File: src/rtl/ro_freq_scanner.sv
// ---------------------------------------------------------------------------
// ro_freq_scanner
//
// Measurement end of the ring-oscillator select path. Drives the select of
// the 16:1 oscillator mux, waits for the mux output to settle, then counts
// rising edges of the muxed oscillator over a fixed gate window. Every
// channel is visited in turn and its {channel, count, overflow} is offered
// on a valid/ready result port.
//
// Optional feature macro: RO_SCAN_IRQ_EN
//   When defined, adds irq_o, a one-cycle pulse after the handshake of the
//   last channel (every wrap in continuous mode).
//
// Ports
//   wb_clk_i      in   1        system clock
//   wb_rst_ni     in   1        asynchronous active-low reset
//   start_i       in   1        pulse: begin a scan at channel 0 (ignored while busy)
//   continuous_i  in   1        1: wrap after the last channel and keep scanning
//   osc_i         in   1        muxed oscillator output (asynchronous)
//   sel_o         out  CH_BITS  mux select
//   busy_o        out  1        high in every state except IDLE
//   res_valid_o   out  1        result available
//   res_ready_i   in   1        consumer accepts the result
//   res_chan_o    out  CH_BITS  channel of the result
//   res_count_o   out  CNT_W    rising edges seen in the gate window (saturating)
//   res_ovf_o     out  1        count saturated
//   irq_o         out  1        (RO_SCAN_IRQ_EN only) end-of-scan pulse
// ---------------------------------------------------------------------------
module ro_freq_scanner #(
    parameter int CH_BITS       = 4,
    parameter int CNT_W         = 16,
    parameter int GATE_CYCLES   = 1024,
    parameter int SETTLE_CYCLES = 16
) (
    input  logic               wb_clk_i,
    input  logic               wb_rst_ni,
    input  logic               start_i,
    input  logic               continuous_i,
    input  logic               osc_i,
    output logic [CH_BITS-1:0] sel_o,
    output logic               busy_o,
    output logic               res_valid_o,
    input  logic               res_ready_i,
    output logic [CH_BITS-1:0] res_chan_o,
    output logic [CNT_W-1:0]   res_count_o,
    output logic               res_ovf_o
`ifdef RO_SCAN_IRQ_EN
    ,
    output logic               irq_o
`endif
);

    // One shared down-the-line timer serves both the settle and gate phases,
    // so it is sized for the longer of the two.
    localparam int TMR_MAX = (GATE_CYCLES > SETTLE_CYCLES) ? GATE_CYCLES : SETTLE_CYCLES;
    localparam int TMR_W   = (TMR_MAX > 1) ? $clog2(TMR_MAX) : 1;

    localparam logic [TMR_W-1:0]   SETTLE_LAST = TMR_W'(SETTLE_CYCLES - 1);
    localparam logic [TMR_W-1:0]   GATE_LAST   = TMR_W'(GATE_CYCLES - 1);
    localparam logic [CH_BITS-1:0] LAST_CH     = '1;

    typedef enum logic [1:0] {
        IDLE,
        SETTLE,
        GATE,
        REPORT
    } state_t;

    state_t             state;
    logic               osc_s1;
    logic               osc_s2;
    logic               osc_s3;
    logic               rise;
    logic [TMR_W-1:0]   timer;
    logic [CNT_W-1:0]   edge_cnt;
    logic [CNT_W-1:0]   cnt_next;
    logic               ovf;
    logic               ovf_next;

    // Two flops resynchronise the free-running oscillator; the third holds
    // the previous synchronised value so a rising edge is a single-cycle pulse.
    always_ff @(posedge wb_clk_i or negedge wb_rst_ni) begin
        if (!wb_rst_ni) begin
            osc_s1 <= 1'b0;
            osc_s2 <= 1'b0;
            osc_s3 <= 1'b0;
        end else begin
            osc_s1 <= osc_i;
            osc_s2 <= osc_s1;
            osc_s3 <= osc_s2;
        end
    end

    assign rise = osc_s2 & ~osc_s3;

    // Saturating next count; a rise that arrives with the counter already
    // full marks the measurement as overflowed.
    always_comb begin
        cnt_next = edge_cnt;
        ovf_next = ovf;
        if (rise) begin
            if (&edge_cnt) begin
                ovf_next = 1'b1;
            end else begin
                cnt_next = edge_cnt + CNT_W'(1);
            end
        end
    end

    // Scan sequencer. The result registers are loaded from the next-count
    // value so the edge seen in the final gate cycle is included.
    always_ff @(posedge wb_clk_i or negedge wb_rst_ni) begin
        if (!wb_rst_ni) begin
            state       <= IDLE;
            sel_o       <= '0;
            busy_o      <= 1'b0;
            res_valid_o <= 1'b0;
            res_chan_o  <= '0;
            res_count_o <= '0;
            res_ovf_o   <= 1'b0;
            timer       <= '0;
            edge_cnt    <= '0;
            ovf         <= 1'b0;
`ifdef RO_SCAN_IRQ_EN
            irq_o       <= 1'b0;
`endif
        end else begin
`ifdef RO_SCAN_IRQ_EN
            irq_o <= 1'b0;
`endif
            case (state)
                IDLE: begin
                    if (start_i) begin
                        sel_o  <= '0;
                        timer  <= '0;
                        busy_o <= 1'b1;
                        state  <= SETTLE;
                    end
                end
                SETTLE: begin
                    if (timer == SETTLE_LAST) begin
                        timer    <= '0;
                        edge_cnt <= '0;
                        ovf      <= 1'b0;
                        state    <= GATE;
                    end else begin
                        timer <= timer + TMR_W'(1);
                    end
                end
                GATE: begin
                    edge_cnt <= cnt_next;
                    ovf      <= ovf_next;
                    if (timer == GATE_LAST) begin
                        timer       <= '0;
                        res_chan_o  <= sel_o;
                        res_count_o <= cnt_next;
                        res_ovf_o   <= ovf_next;
                        res_valid_o <= 1'b1;
                        state       <= REPORT;
                    end else begin
                        timer <= timer + TMR_W'(1);
                    end
                end
                REPORT: begin
                    // Backpressure simply parks here with everything frozen.
                    if (res_ready_i) begin
                        res_valid_o <= 1'b0;
                        timer       <= '0;
                        if (sel_o != LAST_CH) begin
                            sel_o <= sel_o + CH_BITS'(1);
                            state <= SETTLE;
                        end else if (continuous_i) begin
                            sel_o <= '0;
                            state <= SETTLE;
                        end else begin
                            busy_o <= 1'b0;
                            state  <= IDLE;
                        end
`ifdef RO_SCAN_IRQ_EN
                        if (sel_o == LAST_CH) begin
                            irq_o <= 1'b1;
                        end
`endif
                    end
                end
                default: begin
                    state <= IDLE;
                end
            endcase
        end
    end

endmodule
File: config.mk
export PLATFORM = sky130hd
export DESIGN_NAME = ro_freq_scanner
export DESIGN_NICKNAME = d
export VERILOG_FILES = /design/src/rtl/ro_freq_scanner.sv
export SDC_FILE = /design/constraint.sdc
export NUM_CORES = 1
export LEC_CHECK = 0
export ABC_AREA = 0
export CAP_MARGIN = 20
export CORE_MARGIN = 2
export CORE_UTILIZATION = 41
export CTS_CLUSTER_SIZE = 12
export DETAILED_ROUTE_END_ITERATION = 7
export PLACE_DENSITY = 0.67
export SLEW_MARGIN = 30
export SYNTH_ARGS = -nofsm -noshare
export SYNTH_HDL_FRONTEND = slang
export SYNTH_SLANG_ARGS = --single-unit
File: constraint.sdc
create_clock -name wb_clk_i -period 2.4 [get_ports wb_clk_i]
set_clock_uncertainty 0.1 [all_clocks]
set_input_delay 0.48 -clock wb_clk_i [delete_from_list [all_inputs] [get_ports wb_clk_i]]
set_output_delay 0.48 -clock wb_clk_i [all_outputs]
set_load 0.01 [all_outputs]
* Word-level counts from Yosys, hierarchy flattened *
Index checks and enable logic that the tools add are counted.

operators by class
  reductions and logical operators = 12
  multiplexer cells = 33
  add/subtract/negate cells = 3
  eq/ne operators = 13
  bitwise gates (word level) = 2

operator list
  cell                   count
  $mux 16                3
  $mux 10                4
  $pmux 10 s4            1
  $pmux 16 s2            1
  $add 16x1->16 const B  1
  $mux 4                 4
  $reduce_and 16->1      1
  $ne 2x2->1 const B     6
  $mux 1                 11
  $add 10x1->10 const B  1
  $eq 10x10->1 const B   1
  $eq 10x4->1 const B    1
  $mux 2                 4
  $pmux 2 s4             1
  $pmux 4 s2             1
  $reduce_and 4->1       2
  $pmux 1 s2             3
  $reduce_and 2->1       3
  $reduce_bool 2->1      3
  $reduce_and 5->1       1
  $add 4x1->4 const B    1
  $eq 2x2->1 const B     2
  $ne 4x4->1 const B     1
  $ne 3x3->1 const B     1
  5 further kinds        5

word-level totals
  word-level logic and storage cells = 76
  flip-flop bits (word level) = 59

* Depth between registers and ports, before layout *
Gate-level depths: netlist (run 1).

  word-level depth = 4
  depth in mapped cells = 8

* Worst setup path before layout (run 1) *
No wires, ideal clock.

  path type = register to register
  start point = register timer[0]
  end point = register edge_cnt[0]
  arrival time = 1.763 ns
  clock period less this slack = 1.982 ns
  buffers on the path = 1
  path slack = 0.418 ns
  required time = 2.181 ns
  stages on the path, launching flop included = 7
  path through = dfrtp_1 ha_1 and3_1 clkbuf_1 a41oi_1 o21ai_0 a21bo_2

between the ends
  cells in the longest elaborated chain, start to end = 3

ends and longest elaborated chain
  element                     RTL line  text
  start: declaration          74        logic [TMR_W-1:0] timer;
  start signal: assignment    147       timer <= timer + TMR_W'(1);
  start signal: assignment    161       timer <= timer + TMR_W'(1);
  $eq 10x4->1                 141       if (timer == SETTLE_LAST) begin
  $ne 2x2->1 (no line)        -
  $reduce_and 2->1 (no line)  -
  end signal: assignment      151       edge_cnt <= cnt_next;
  end: declaration            75        logic [CNT_W-1:0] edge_cnt;

Every way passes these cells.
A chain may end at the register's enable or synchronous reset.

* Final worst setup path (run 1) *
Same ends and word-level chain as after synthesis.

==> results_tabular.tex, run 1 <==
\begin{tabular}{lr}
\hline
Metric & Value \\
\hline
\multicolumn{2}{l}{\textbf{Run status}} \\
Result of the run & finished, final reports clean \\
\multicolumn{2}{l}{\textbf{Global route}} \\
Wire length of the first global-routing pass & 11800 um \\
Number of antenna violations at the first check in global routing & 0 \\
Via count of the first global-routing pass & 2501 \\
Remaining global-route overflow & 0 \\
Largest net degree at the start of global routing & 60 \\
Overall track demand over capacity in global routing & 17.1\% \\
\multicolumn{2}{l}{\textbf{Route}} \\
Average vias per placed instance & 5.38 \\
Met2 Wirelength & 3060 um \\
Number of nets with antenna violations after detailed routing & 0 \\
Number of vias in the routed layout & 2626 \\
Sum of routed wire length over all layers & 6800 um \\
Final routed wire length divided by cell count & 13.9 um \\
Pre-antenna DRT Iters & 6 \\
Met3 Wirelength & 188 um \\
DRC errors left & 0 \\
Routed metal-1 wirelength & 3450 um \\
DR iter-0 viols & 130 \\
Max Used Layer & met4 \\
\multicolumn{2}{l}{\textbf{Synthesis}} \\
Async SR Flop Fraction & 100\% \\
Leading register cell type out of synthesis & sky130\_fd\_sc\_hd\_\_dfrtp\_1 \\
Number of unique standard cell types used by synthesis & 59 \\
Post-synth design cell area & 3240 um2 \\
Post-Syn Nets & 354 \\
Syn. warnings & 0 \\
Average cell area after synthesis & 9.50 um2 \\
Number of instances in the synthesized netlist & 341 \\
Number of enable-type register cells in the synthesized netlist & 0 \\
Register bit total from synthesis & 59 \\
Sequential area share after synthesis & 45.6\% \\
\multicolumn{2}{l}{\textbf{Setup path}} \\
Arrival @ worst endpoint & 2.17 ns \\
Worst r2r src & timer[0] \\
CP Capture Type & register \\
Critical Path Start & timer[0] \\
Critical setup path kind & reg2reg \\
Worst Path Max Fanout & 8 \\
Startpoint type of the worst setup path & register \\
Data required time at the worst endpoint & 2.52 ns \\
\multicolumn{2}{l}{\textbf{Clock network}} \\
Clock-pin slew of the registers on the worst-case setup and hold paths & 0.06 ns \\
Clock Sinks & 59 \\
Post-CTS Setup Inserts & 0 \\
Maximum number of buffers from clock root to sink & 2 \\
Post-CTS Hold Buffers & 0 \\
Clock buffers created by TritonCTS & 9 \\
CTS HTree Levels & 3 \\
CTS root buffer & sky130\_fd\_sc\_hd\_\_clkbuf\_8 \\
CTS tree & yes \\
Clock latency on the worst-skew pair & 0.33 ns \\
\multicolumn{2}{l}{\textbf{STA}} \\
Hold violation count in the final report & 0 \\
Transition time at the pin with the least slew margin & 0.560 ns \\
Final Slew Violations & 0 \\
Setup TNS & 0 ns \\
Max transition margin & 62.4\% \\
Setup repair after global routing missed its margin & no \\
Period Utilization, post-route & 85.6\% \\
Peak clock frequency supported by timing & 0.487 GHz \\
Final critical delay including setup and external delays & 2.05 ns \\
Setup violation total in the final timing report & 0 \\
Final hold slack & 0.0378 ns \\
\multicolumn{2}{l}{\textbf{Place}} \\
Port-buffer cells & 32 \\
Last weighted congestion value of the routability-driven placer & 0.851 \\
Post-DP HPWL & 4700 um \\
\multicolumn{2}{l}{\textbf{Floorplan}} \\
Die Outline Area & 8630 um2 \\
Vert. Die Dim & 92.9 um \\
Core region area & 7690 um2 \\
Total I/O pin count & 33 \\
Die width & 92.9 um \\
Placement row count & 32 \\
Initial Utilization & 42.2\% \\
\multicolumn{2}{l}{\textbf{Layout}} \\
Number of nets in the layout & 394 \\
Most frequent standard cell in the layout excluding fill and tap cells & sky130\_fd\_sc\_hd\_\_dfrtp\_1 \\
Ant diodes & 0 \\
Layout cell share with drive strength beyond 1 & 12.4\% \\
Core occupancy in the finished layout & 50.5\% \\
Most frequent cells in the layout & 59 x sky130\_fd\_sc\_hd\_\_dfrtp\_1, 53 x sky130\_fd\_sc\_hd\_\_nand2\_1, 31 x sky130\_fd\_sc\_hd\_\_clkdlybuf4s50\_1 \\
Post-synthesis to final-layout area growth & 19.8\% \\
\multicolumn{2}{l}{\textbf{Power}} \\
Worst vdd rail ir drop & 332 uV \\
Total design power & 3.00 mW \\
Static Leak & 1.64 nW \\
Cell area power density & 772 nW/um2 \\
\multicolumn{2}{l}{\textbf{Worst hold path}} \\
Type of the tightest min-delay check & in2async \\
\multicolumn{2}{l}{\textbf{Run}} \\
Max-capacitance violation count & 0 \\
\hline
\end{tabular}
## logic make-up (layout without fill, tap and decap cells)
logic type,Yosys count,in the layout,synth area share [%]
DFF,59,59,45.6
xor gates and xnor gates,12,12,3.24
buffers and inverters,26,71,4.29
muxes,7,7,2.28
AOI/OAI and AO/OA,97,97,20.3
and+or+nand+nor,133,133,21.6
adders and majority gates,7,7,2.70
## worst max-delay path, stage by stage (launching register included)
cell and delay, ns:
sky130_fd_sc_hd__dfrtp_1 0.37, sky130_fd_sc_hd__ha_1 0.21, sky130_fd_sc_hd__and3_1 0.27, sky130_fd_sc_hd__nand4_1 0.16, sky130_fd_sc_hd__o21ai_1 0.35, sky130_fd_sc_hd__o21ai_0 0.23, sky130_fd_sc_hd__a21bo_2 0.25
## synthesized netlist by cell type (all sizes together) (2+ instances only)
library cell / instances / area, um2
o2bb2ai: 2 / 17.5
a31oi: 11 / 68.8
inv: 10 / 37.5
and3: 9 / 61.3
ha: 7 / 87.6
nor4: 3 / 33.8
nor2b: 7 / 43.8
a21bo: 3 / 30.0
nor2: 18 / 70.1
nand3: 13 / 77.6
xnor2: 10 / 87.6
xor2: 2 / 17.5
nand2b: 6 / 37.5
a21oi: 18 / 90.1
nand3b: 2 / 15.0
clkbuf: 6 / 22.5
nand4: 6 / 37.5
or3: 3 / 18.8
nor3: 5 / 30.0
buf: 10 / 78.8
nand2: 53 / 199
o31ai: 4 / 30.0
a2111oi: 2 / 37.5
mux2i: 4 / 40.0
a22o: 8 / 70.1
mux2: 3 / 33.8
and4: 4 / 40.0
o21ai: 34 / 170
dfrtp: 59 / 1480
## registers in the layout (all words and copies together) (netlist names)
name         flops
osc_s1           1
ovf              1
state            2
timer           10
res_count_o     16
sel_o            4
osc_s3           1
busy_o           1
res_chan_o       4
edge_cnt        16
res_valid_o      1
res_ovf_o        1
osc_s2           1
## metrics by stage
step	instances	worst slack [ns]	cell area, um2
after floorplan	341	0.418	3240
after global placement	472	0.225	3690
after detailed placement	472	0.210	3690
after CTS	488	0.189	3880
after global routing	488	0.178	3880
final	488	0.346	3880
## timing repair
item	4_1_cts	5_1_grt
gates resized for setup	0	1
setup endpoints to repair	0	3
hold endpoints to repair	0	0
## cell type report
class / instances / area, um2
well taps: 102 / 128
fillers: 723 / 3800
clock inverters: 1 / 5.00
flip-flops and latches: 59 / 1480
inverters: 10 / 37.5
multi-input cells: 256 / 1630
repair buffers: 45 / 425
clock buffers: 15 / 186
## report_power, final
| part | leakage [nW] | internal (mW) | total (mW) | switching [mW] |
|---|---|---|---|---|
| sequential | 0.801 | 1.06 | 1.15 | 0.0821 |
| clock | 0.0997 | 0.487 | 0.863 | 0.376 |
| combinational | 0.736 | 0.406 | 0.990 | 0.585 |
| total | 1.64 | 1.96 | 3.00 | 1.04 |
## metal layers
| metal | vias up | GRT usage [%] |
|---|---|---|
| met5 | - | 0 |
| met4 | 0 | 7.35 |
| met3 | 7 | 2.93 |
| met2 | 41 | 26.0 |
| met1 | 1266 | 24.1 |
| li1 | 1312 | - |
## path summary, 6_finish.rpt
| check | end | slack, ns | depth (start not counted) |
|---|---|---|---|
| min in group wb_clk_i | osc_s2 | 0.25 | 0 |
| max reg2reg | edge_cnt[0] | 0.35 | 6 |
| min reg2reg | osc_s2 | 0.25 | 0 |
| max in group asynchronous | edge_cnt[0] | 1.90 | 2 |
| min | res_count_o[11] | 0.04 | 2 |
| max | edge_cnt[0] | 0.35 | 6 |
No activity file was read; power rests on OpenSTA's default activity.
==> inputs of run 2 (changes only) <==
--- a/config.mk
+++ b/config.mk
@@ -11,7 +11,8 @@
 export CORE_UTILIZATION = 41
 export CTS_CLUSTER_SIZE = 12
 export DETAILED_ROUTE_END_ITERATION = 7
-export PLACE_DENSITY = 0.67
+export DONT_BUFFER_PORTS = 1
+export PLACE_DENSITY = 0.61
 export SLEW_MARGIN = 30
 export SYNTH_ARGS = -nofsm -noshare
 export SYNTH_HDL_FRONTEND = slang
==> results_tabular.tex, run 2 (synthesis results as in run 1) <==
\begin{tabular}{lr}
\hline
Metric & Value \\
\hline
\multicolumn{2}{l}{\textbf{STA}} \\
Setup repair after global routing missed its margin & no \\
Least setup slack across all paths after layout & 0.306 ns \\
Hold violation count in the final report & 0 \\
Final Slew Violations & 0 \\
Transition time at the pin with the least slew margin & 0.446 ns \\
Period Utilization, post-route & 87.2\% \\
Final critical delay including setup and external delays & 2.09 ns \\
Setup TNS & 0 ns \\
Max transition margin & 70.2\% \\
Peak clock frequency supported by timing & 0.478 GHz \\
Setup violation total in the final timing report & 0 \\
\multicolumn{2}{l}{\textbf{Layout}} \\
Post-synthesis to final-layout area growth & 9.27\% \\
Finished Layout Cells & 454 \\
Ant diodes & 0 \\
Layout cell share with drive strength beyond 1 & 13.1\% \\
Largest registers ranked by flip-flop count & edge\_cnt: 16 flops, res\_count\_o: 16 flops, timer: 10 flops \\
Most frequent standard cell in the layout excluding fill and tap cells & sky130\_fd\_sc\_hd\_\_dfrtp\_1 \\
FILL cells & 775 \\
Most frequent cells in the layout & 59 x sky130\_fd\_sc\_hd\_\_dfrtp\_1, 53 x sky130\_fd\_sc\_hd\_\_nand2\_1, 31 x sky130\_fd\_sc\_hd\_\_o21ai\_0 \\
Number of nets in the layout & 360 \\
\multicolumn{2}{l}{\textbf{Clock network}} \\
CTS HTree Levels & 3 \\
Maximum number of buffers from clock root to sink & 2 \\
Post-CTS Setup Inserts & 0 \\
CTS root buffer & sky130\_fd\_sc\_hd\_\_clkbuf\_8 \\
Clock-pin slew of the registers on the worst-case setup and hold paths & 0.07 ns \\
Clock Sinks & 59 \\
CTS tree & yes \\
Clock latency on the worst-skew pair & 0.35 ns \\
Clock buffers created by TritonCTS & 9 \\
\multicolumn{2}{l}{\textbf{Floorplan}} \\
Die width & 92.9 um \\
Total I/O pin count & 33 \\
Placement row count & 32 \\
Initial Utilization & 42.2\% \\
Core region area & 7690 um2 \\
Die Outline Area & 8630 um2 \\
Vert. Die Dim & 92.9 um \\
\multicolumn{2}{l}{\textbf{Power}} \\
Internal cell power & 1.78 mW \\
Net switching fraction of the power & 38.0\% \\
Cell area power density & 809 nW/um2 \\
Net Switching & 1.09 mW \\
Proportion of power drawn by flip-flops and latches & 40.4\% \\
Worst vdd rail ir drop & 325 uV \\
Clock share of power & 27.5\% \\
Static Leak & 1.50 nW \\
Combinational share of power & 32.1\% \\
Total design power & 2.87 mW \\
\multicolumn{2}{l}{\textbf{Setup path}} \\
Critical path, cell by cell & ha\_1, and4b\_1, nand2\_1, nor3\_1, o21ai\_0, mux2\_2 \\
CP delay by family, top & simple AND/OR/NAND/NOR gates \\
Arrival @ worst endpoint & 2.22 ns \\
Startpoint type of the worst setup path & register \\
Critical setup path kind & reg2reg \\
Data required time at the worst endpoint & 2.53 ns \\
Worst Path Max Fanout & 6 \\
Slowest cell on crit path & sky130\_fd\_sc\_hd\_\_dfrtp\_1 \\
CP Capture Type & register \\
Crit path buffers/inverters & 0 \\
Maximum single-stage delay on the critical path & 0.45 ns \\
\multicolumn{2}{l}{\textbf{Place}} \\
Port-buffer cells & 0 \\
Last weighted congestion value of the routability-driven placer & 0.793 \\
Post-DP HPWL & 4620 um \\
Setup slack at placement & 0.309 ns \\
Cells after DPL & 436 \\
\multicolumn{2}{l}{\textbf{Route}} \\
Number of vias in the routed layout & 2530 \\
Pre-antenna DRT Iters & 4 \\
Average vias per placed instance & 5.57 \\
DR iter-0 viols & 174 \\
Sum of routed wire length over all layers & 6960 um \\
Final routed wire length divided by cell count & 15.3 um \\
Number of nets with antenna violations after detailed routing & 0 \\
DRC errors left & 0 \\
\multicolumn{2}{l}{\textbf{Global route}} \\
Largest net degree at the start of global routing & 60 \\
Number of antenna violations at the first check in global routing & 0 \\
Remaining global-route overflow & 0 \\
Via count of the first global-routing pass & 2503 \\
Overall track demand over capacity in global routing & 17.8\% \\
Wire length of the first global-routing pass & 12000 um \\
\multicolumn{2}{l}{\textbf{Run status}} \\
Result of the run & finished, final reports clean \\
\multicolumn{2}{l}{\textbf{Worst hold path}} \\
Type of the tightest min-delay check & in2reg \\
\multicolumn{2}{l}{\textbf{Run}} \\
Max-capacitance violation count & 0 \\
\hline
\end{tabular}
run 2: changes by cell type in the layout (fill, tap and decap cells not counted):
| cell | before | now |
|---|---|---|
| sky130_fd_sc_hd__buf_12 | 1 | 0 |
| sky130_fd_sc_hd__buf_16 | 0 | 1 |
| sky130_fd_sc_hd__buf_2 | 1 | 0 |
| sky130_fd_sc_hd__buf_4 | 12 | 9 |
| sky130_fd_sc_hd__clkbuf_1 | 2 | 0 |
| sky130_fd_sc_hd__clkbuf_8 | 13 | 9 |
| sky130_fd_sc_hd__clkdlybuf4s50_1 | 31 | 0 |
| sky130_fd_sc_hd__clkinv_2 | 1 | 4 |
| sky130_fd_sc_hd__clkinv_4 | 0 | 2 |
| sky130_fd_sc_hd__clkinvlp_4 | 0 | 1 |
| sky130_fd_sc_hd__dlygate4sd3_1 | 0 | 1 |
| sky130_fd_sc_hd__o21ai_0 | 30 | 31 |
| sky130_fd_sc_hd__o21ai_1 | 4 | 3 |
run 2: cell type report:
| type | count | area (um2) | share of cell area, % |
|---|---|---|---|
| Timing Repair Buffer | 11 | 105 | 2.97 |
| Tap cell | 102 | 128 | 3.60 |
| Clock buffer | 9 | 124 | 3.50 |
| Inverter | 10 | 37.5 | 1.06 |
| Sequential cell | 59 | 1480 | 41.7 |
| Clock inverter | 7 | 45.0 | 1.27 |
| Multi-Input combinational cell | 256 | 1630 | 45.9 |
run 2: layer usage:
metal	GRT usage, %	routed length, um	vias to the layer above
met5	0	0	-
met4	8.58	141	0
met3	4.39	264	11
met2	27.4	3190	29
met1	23.6	3370	1244
li1	-	-	1246
run 2: power by group through the flow:
stage	logic, mW	registers [mW]	clock network [mW]
floorplan	0.681	1.15	0
CTS	0.917	1.16	0.817
global route	1.05	1.17	0.860
finish	0.920	1.16	0.788
detailed placement	0.884	1.18	0
global placement	0.864	1.17	0
run 2: metrics by stage:
stage,hold WS [ns],cell area [um2],utilization (%)
after floorplan,0.0844,3240,-
after global placement,0.0869,3330,43.4
after detailed placement,0.0868,3330,43.4
after CTS,0.0454,3540,46.1
after global routing,0.0439,3540,46.1
final,0.0593,3540,46.1
run 2: final timing paths:
kind / slack (ns) / cells after the start / from / to
setup / recovery: 0.31 / 6 / edge_cnt[0] / edge_cnt[10]
hold / removal: 0.06 / 0 / osc_i / osc_s1
setup reg to reg: 0.31 / 6 / edge_cnt[0] / edge_cnt[10]
hold reg to reg: 0.25 / 0 / osc_s1 / osc_s2
max in group asynchronous: 1.39 / 2 / wb_rst_ni / edge_cnt[6]
min in group asynchronous: 0.57 / 2 / wb_rst_ni / res_valid_o
run 2: repair_timing:
item                      CTS  global route
hold endpoints to repair   59             0
hold buffers                2             0
gates resized for setup     0             0
==> inputs of run 3 (changes only) <==
--- a/config.mk
+++ b/config.mk
@@ -5,7 +5,7 @@
 export SDC_FILE = /design/constraint.sdc
 export NUM_CORES = 1
 export LEC_CHECK = 0
-export ABC_AREA = 0
+export ABC_AREA = 1
 export CAP_MARGIN = 20
 export CORE_MARGIN = 2
 export CORE_UTILIZATION = 41
==> results_tabular.tex, run 3 <==
\begin{tabular}{lr}
\hline
Metric & Value \\
\hline
\multicolumn{2}{l}{\textbf{Run status}} \\
Result of the run & finished, final reports clean \\
\multicolumn{2}{l}{\textbf{Clock network}} \\
CTS HTree Levels & 3 \\
Post-CTS Setup Inserts & 0 \\
Clock Sinks & 59 \\
CTS tree & yes \\
Maximum number of buffers from clock root to sink & 2 \\
CTS root buffer & sky130\_fd\_sc\_hd\_\_clkbuf\_8 \\
Clock-pin slew of the registers on the worst-case setup and hold paths & 0.07 ns \\
Clock latency on the worst-skew pair & 0.34 ns \\
Clock buffers created by TritonCTS & 9 \\
\multicolumn{2}{l}{\textbf{Floorplan}} \\
Die width & 93.6 um \\
Core region area & 7770 um2 \\
Placement row count & 32 \\
Vert. Die Dim & 93.6 um \\
Die Outline Area & 8750 um2 \\
Total I/O pin count & 33 \\
Initial Utilization & 42.3\% \\
\multicolumn{2}{l}{\textbf{Synthesis}} \\
Fraction of the mapped netlist area in adder cells & 2.66\% \\
Post-synth top area cell & sky130\_fd\_sc\_hd\_\_dfrtp\_1 \\
Average cell area after synthesis & 7.58 um2 \\
Synthesized-area fraction occupied by xor and xnor cells & 2.40\% \\
Most instantiated library cell after synthesis & sky130\_fd\_sc\_hd\_\_nand2\_1 \\
Cell types with the highest counts after synthesis & 169 x sky130\_fd\_sc\_hd\_\_nand2\_1, 59 x sky130\_fd\_sc\_hd\_\_dfrtp\_1, 38 x sky130\_fd\_sc\_hd\_\_inv\_1 \\
Sequential area share after synthesis & 44.9\% \\
Post-Syn Nets & 447 \\
Register bit total from synthesis & 59 \\
Post-synth design cell area & 3290 um2 \\
Top cells by area, synth & sky130\_fd\_sc\_hd\_\_dfrtp\_1 45\%, sky130\_fd\_sc\_hd\_\_nand2\_1 19\%, sky130\_fd\_sc\_hd\_\_inv\_1 4.3\% \\
Post-synthesis compound-gate area fraction & 7.19\% \\
Syn. warnings & 0 \\
Simple-gate area share of the yosys netlist & 35.1\% \\
Share of the synthesized area in the top cell type & 44.9\% \\
Number of enable-type register cells in the synthesized netlist & 0 \\
Largest family of logic cells by synthesized area & simple AND/OR/NAND/NOR gates \\
Async SR Flop Fraction & 100\% \\
Number of unique standard cell types used by synthesis & 35 \\
Leading register cell type out of synthesis & sky130\_fd\_sc\_hd\_\_dfrtp\_1 \\
Number of instances in the synthesized netlist & 434 \\
Proportion of synthesized area in mux cells & 0.304\% \\
\multicolumn{2}{l}{\textbf{Setup path}} \\
Data required time at the worst endpoint & 2.52 ns \\
Startpoint type of the worst setup path & register \\
Register-to-Register Setup Slack & 0.52 ns \\
Maximum single-stage delay on the critical path & 0.42 ns \\
CP Capture Type & register \\
Critical path, cell by cell & ha\_1, inv\_2, or2\_4, nand2\_4, inv\_4, o21ai\_2, nor2\_4, nand3\_1, o21ai\_0 \\
Arrival @ worst endpoint & 2.00 ns \\
CP delay by family, top & simple AND/OR/NAND/NOR gates \\
Slowest cell on crit path & sky130\_fd\_sc\_hd\_\_dfrtp\_1 \\
Crit path buffers/inverters & 2 \\
Worst Path Max Fanout & 9 \\
Critical setup path kind & reg2reg \\
\multicolumn{2}{l}{\textbf{Global route}} \\
Largest net degree at the start of global routing & 60 \\
Remaining global-route overflow & 0 \\
Overall track demand over capacity in global routing & 18.6\% \\
Via count of the first global-routing pass & 2729 \\
Wire length of the first global-routing pass & 12700 um \\
Number of antenna violations at the first check in global routing & 0 \\
\multicolumn{2}{l}{\textbf{Worst hold path}} \\
Type of the tightest min-delay check & in2reg \\
\multicolumn{2}{l}{\textbf{STA}} \\
Least setup slack across all paths after layout & 0.523 ns \\
Final Slew Violations & 0 \\
Setup repair after global routing missed its margin & no \\
Period Utilization, post-route & 78.2\% \\
Hold violation count in the final report & 0 \\
Max transition margin & 73.1\% \\
Setup TNS & 0 ns \\
Final critical delay including setup and external delays & 1.88 ns \\
Transition time at the pin with the least slew margin & 0.403 ns \\
Peak clock frequency supported by timing & 0.533 GHz \\
Setup violation total in the final timing report & 0 \\
Final hold slack & 0.0667 ns \\
\multicolumn{2}{l}{\textbf{Route}} \\
Pre-antenna DRT Iters & 6 \\
Average vias per placed instance & 4.94 \\
Number of vias in the routed layout & 2706 \\
Final routed wire length divided by cell count & 12.9 um \\
DR iter-0 viols & 125 \\
DRC errors left & 0 \\
Number of nets with antenna violations after detailed routing & 0 \\
Sum of routed wire length over all layers & 7080 um \\
\multicolumn{2}{l}{\textbf{Layout}} \\
Core occupancy in the finished layout & 46.4\% \\
Post-synthesis to final-layout area growth & 9.55\% \\
Final standard cell area without fillers & 3600 um2 \\
Ant diodes & 0 \\
Most frequent cells in the layout & 169 x sky130\_fd\_sc\_hd\_\_nand2\_1, 59 x sky130\_fd\_sc\_hd\_\_dfrtp\_1, 38 x sky130\_fd\_sc\_hd\_\_inv\_1 \\
Largest registers ranked by flip-flop count & edge\_cnt: 16 flops, res\_count\_o: 16 flops, timer: 10 flops \\
Number of nets in the layout & 454 \\
FILL cells & 789 \\
Most frequent standard cell in the layout excluding fill and tap cells & sky130\_fd\_sc\_hd\_\_nand2\_1 \\
Layout cell share with drive strength beyond 1 & 10.3\% \\
Finished Layout Cells & 548 \\
\multicolumn{2}{l}{\textbf{Place}} \\
Post-DP HPWL & 4950 um \\
Last weighted congestion value of the routability-driven placer & 0.889 \\
Setup slack at placement & 0.522 ns \\
Port-buffer cells & 0 \\
Placed standard-cell area & 3370 um2 \\
Cells after DPL & 530 \\
\multicolumn{2}{l}{\textbf{Run}} \\
Max-capacitance violation count & 0 \\
\multicolumn{2}{l}{\textbf{Power}} \\
Total design power & 2.89 mW \\
Worst vdd rail ir drop & 669 uV \\
Cell area power density & 803 nW/um2 \\
Static Leak & 1.77 nW \\
\hline
\end{tabular}
-- run 3: cell count changes after synthesis, sizes merged, moves of 10 or more --
cell	before	now
nand2	53	176
inv	10	43
nor2	18	44
nand3	13	28
a21oi	18	4
o21ai	34	23
xnor2	10	0
-- run 3: routing by layer --
layer / share of wire, % / vias up / track usage (%) / wire (um)
met5: 0 / - / 0 / 0
met4: 2.2 / 0 / 6.88 / 157
met3: 4.7 / 17 / 6.29 / 335
met2: 47 / 39 / 31.4 / 3330
met1: 46 / 1261 / 22.0 / 3260
li1: - / 1389 / - / -
-- run 3: area by class of cell --
class | instances | area (um2) | area share [%]
Clock inverter | 4 | 50.0 | 1.39
Clock buffer | 12 | 145 | 4.03
Timing Repair Buffer | 6 | 67.6 | 1.88
Sequential cell | 59 | 1480 | 41.0
Multi-Input combinational cell | 321 | 1570 | 43.5
Tap cell | 102 | 128 | 3.54
Inverter | 44 | 168 | 4.65
-- run 3: kinds of logic after synthesis --
kind of cell             count (synthesis)
AO/OA/AOI/OAI                           39
XOR/XNOR                                 9
adder cells (fa/ha/maj)                  7
buffers and inverters                   54
flip-flops                              59
multiplexers                             1
AND/OR/NAND/NOR                        265
-- run 3: worst paths after layout --
path,from,end,depth (start not counted)
worst min register to register,osc_s1,osc_s2,0
worst max register to register,state[0],sel_o[1],9
worst min-delay path,osc_i,osc_s1,0
min in group asynchronous,wb_rst_ni,res_chan_o[1],2
worst max-delay path,state[0],sel_o[1],9
max in group asynchronous,wb_rst_ni,res_count_o[2],2
-- run 3: what timing repair did --
item / 4_1_cts / 5_1_grt
gates resized for setup: 0 / 0
hold buffers: 2 / 0
endpoints found under the hold margin: 59 / 0
endpoints found under the setup margin: 0 / 0
-- run 3: power by group --
group | switching (mW) | internal, mW
Sequential | 0.0891 | 1.07
Clock | 0.405 | 0.507
Combinational | 0.564 | 0.257
Total | 1.06 | 1.83
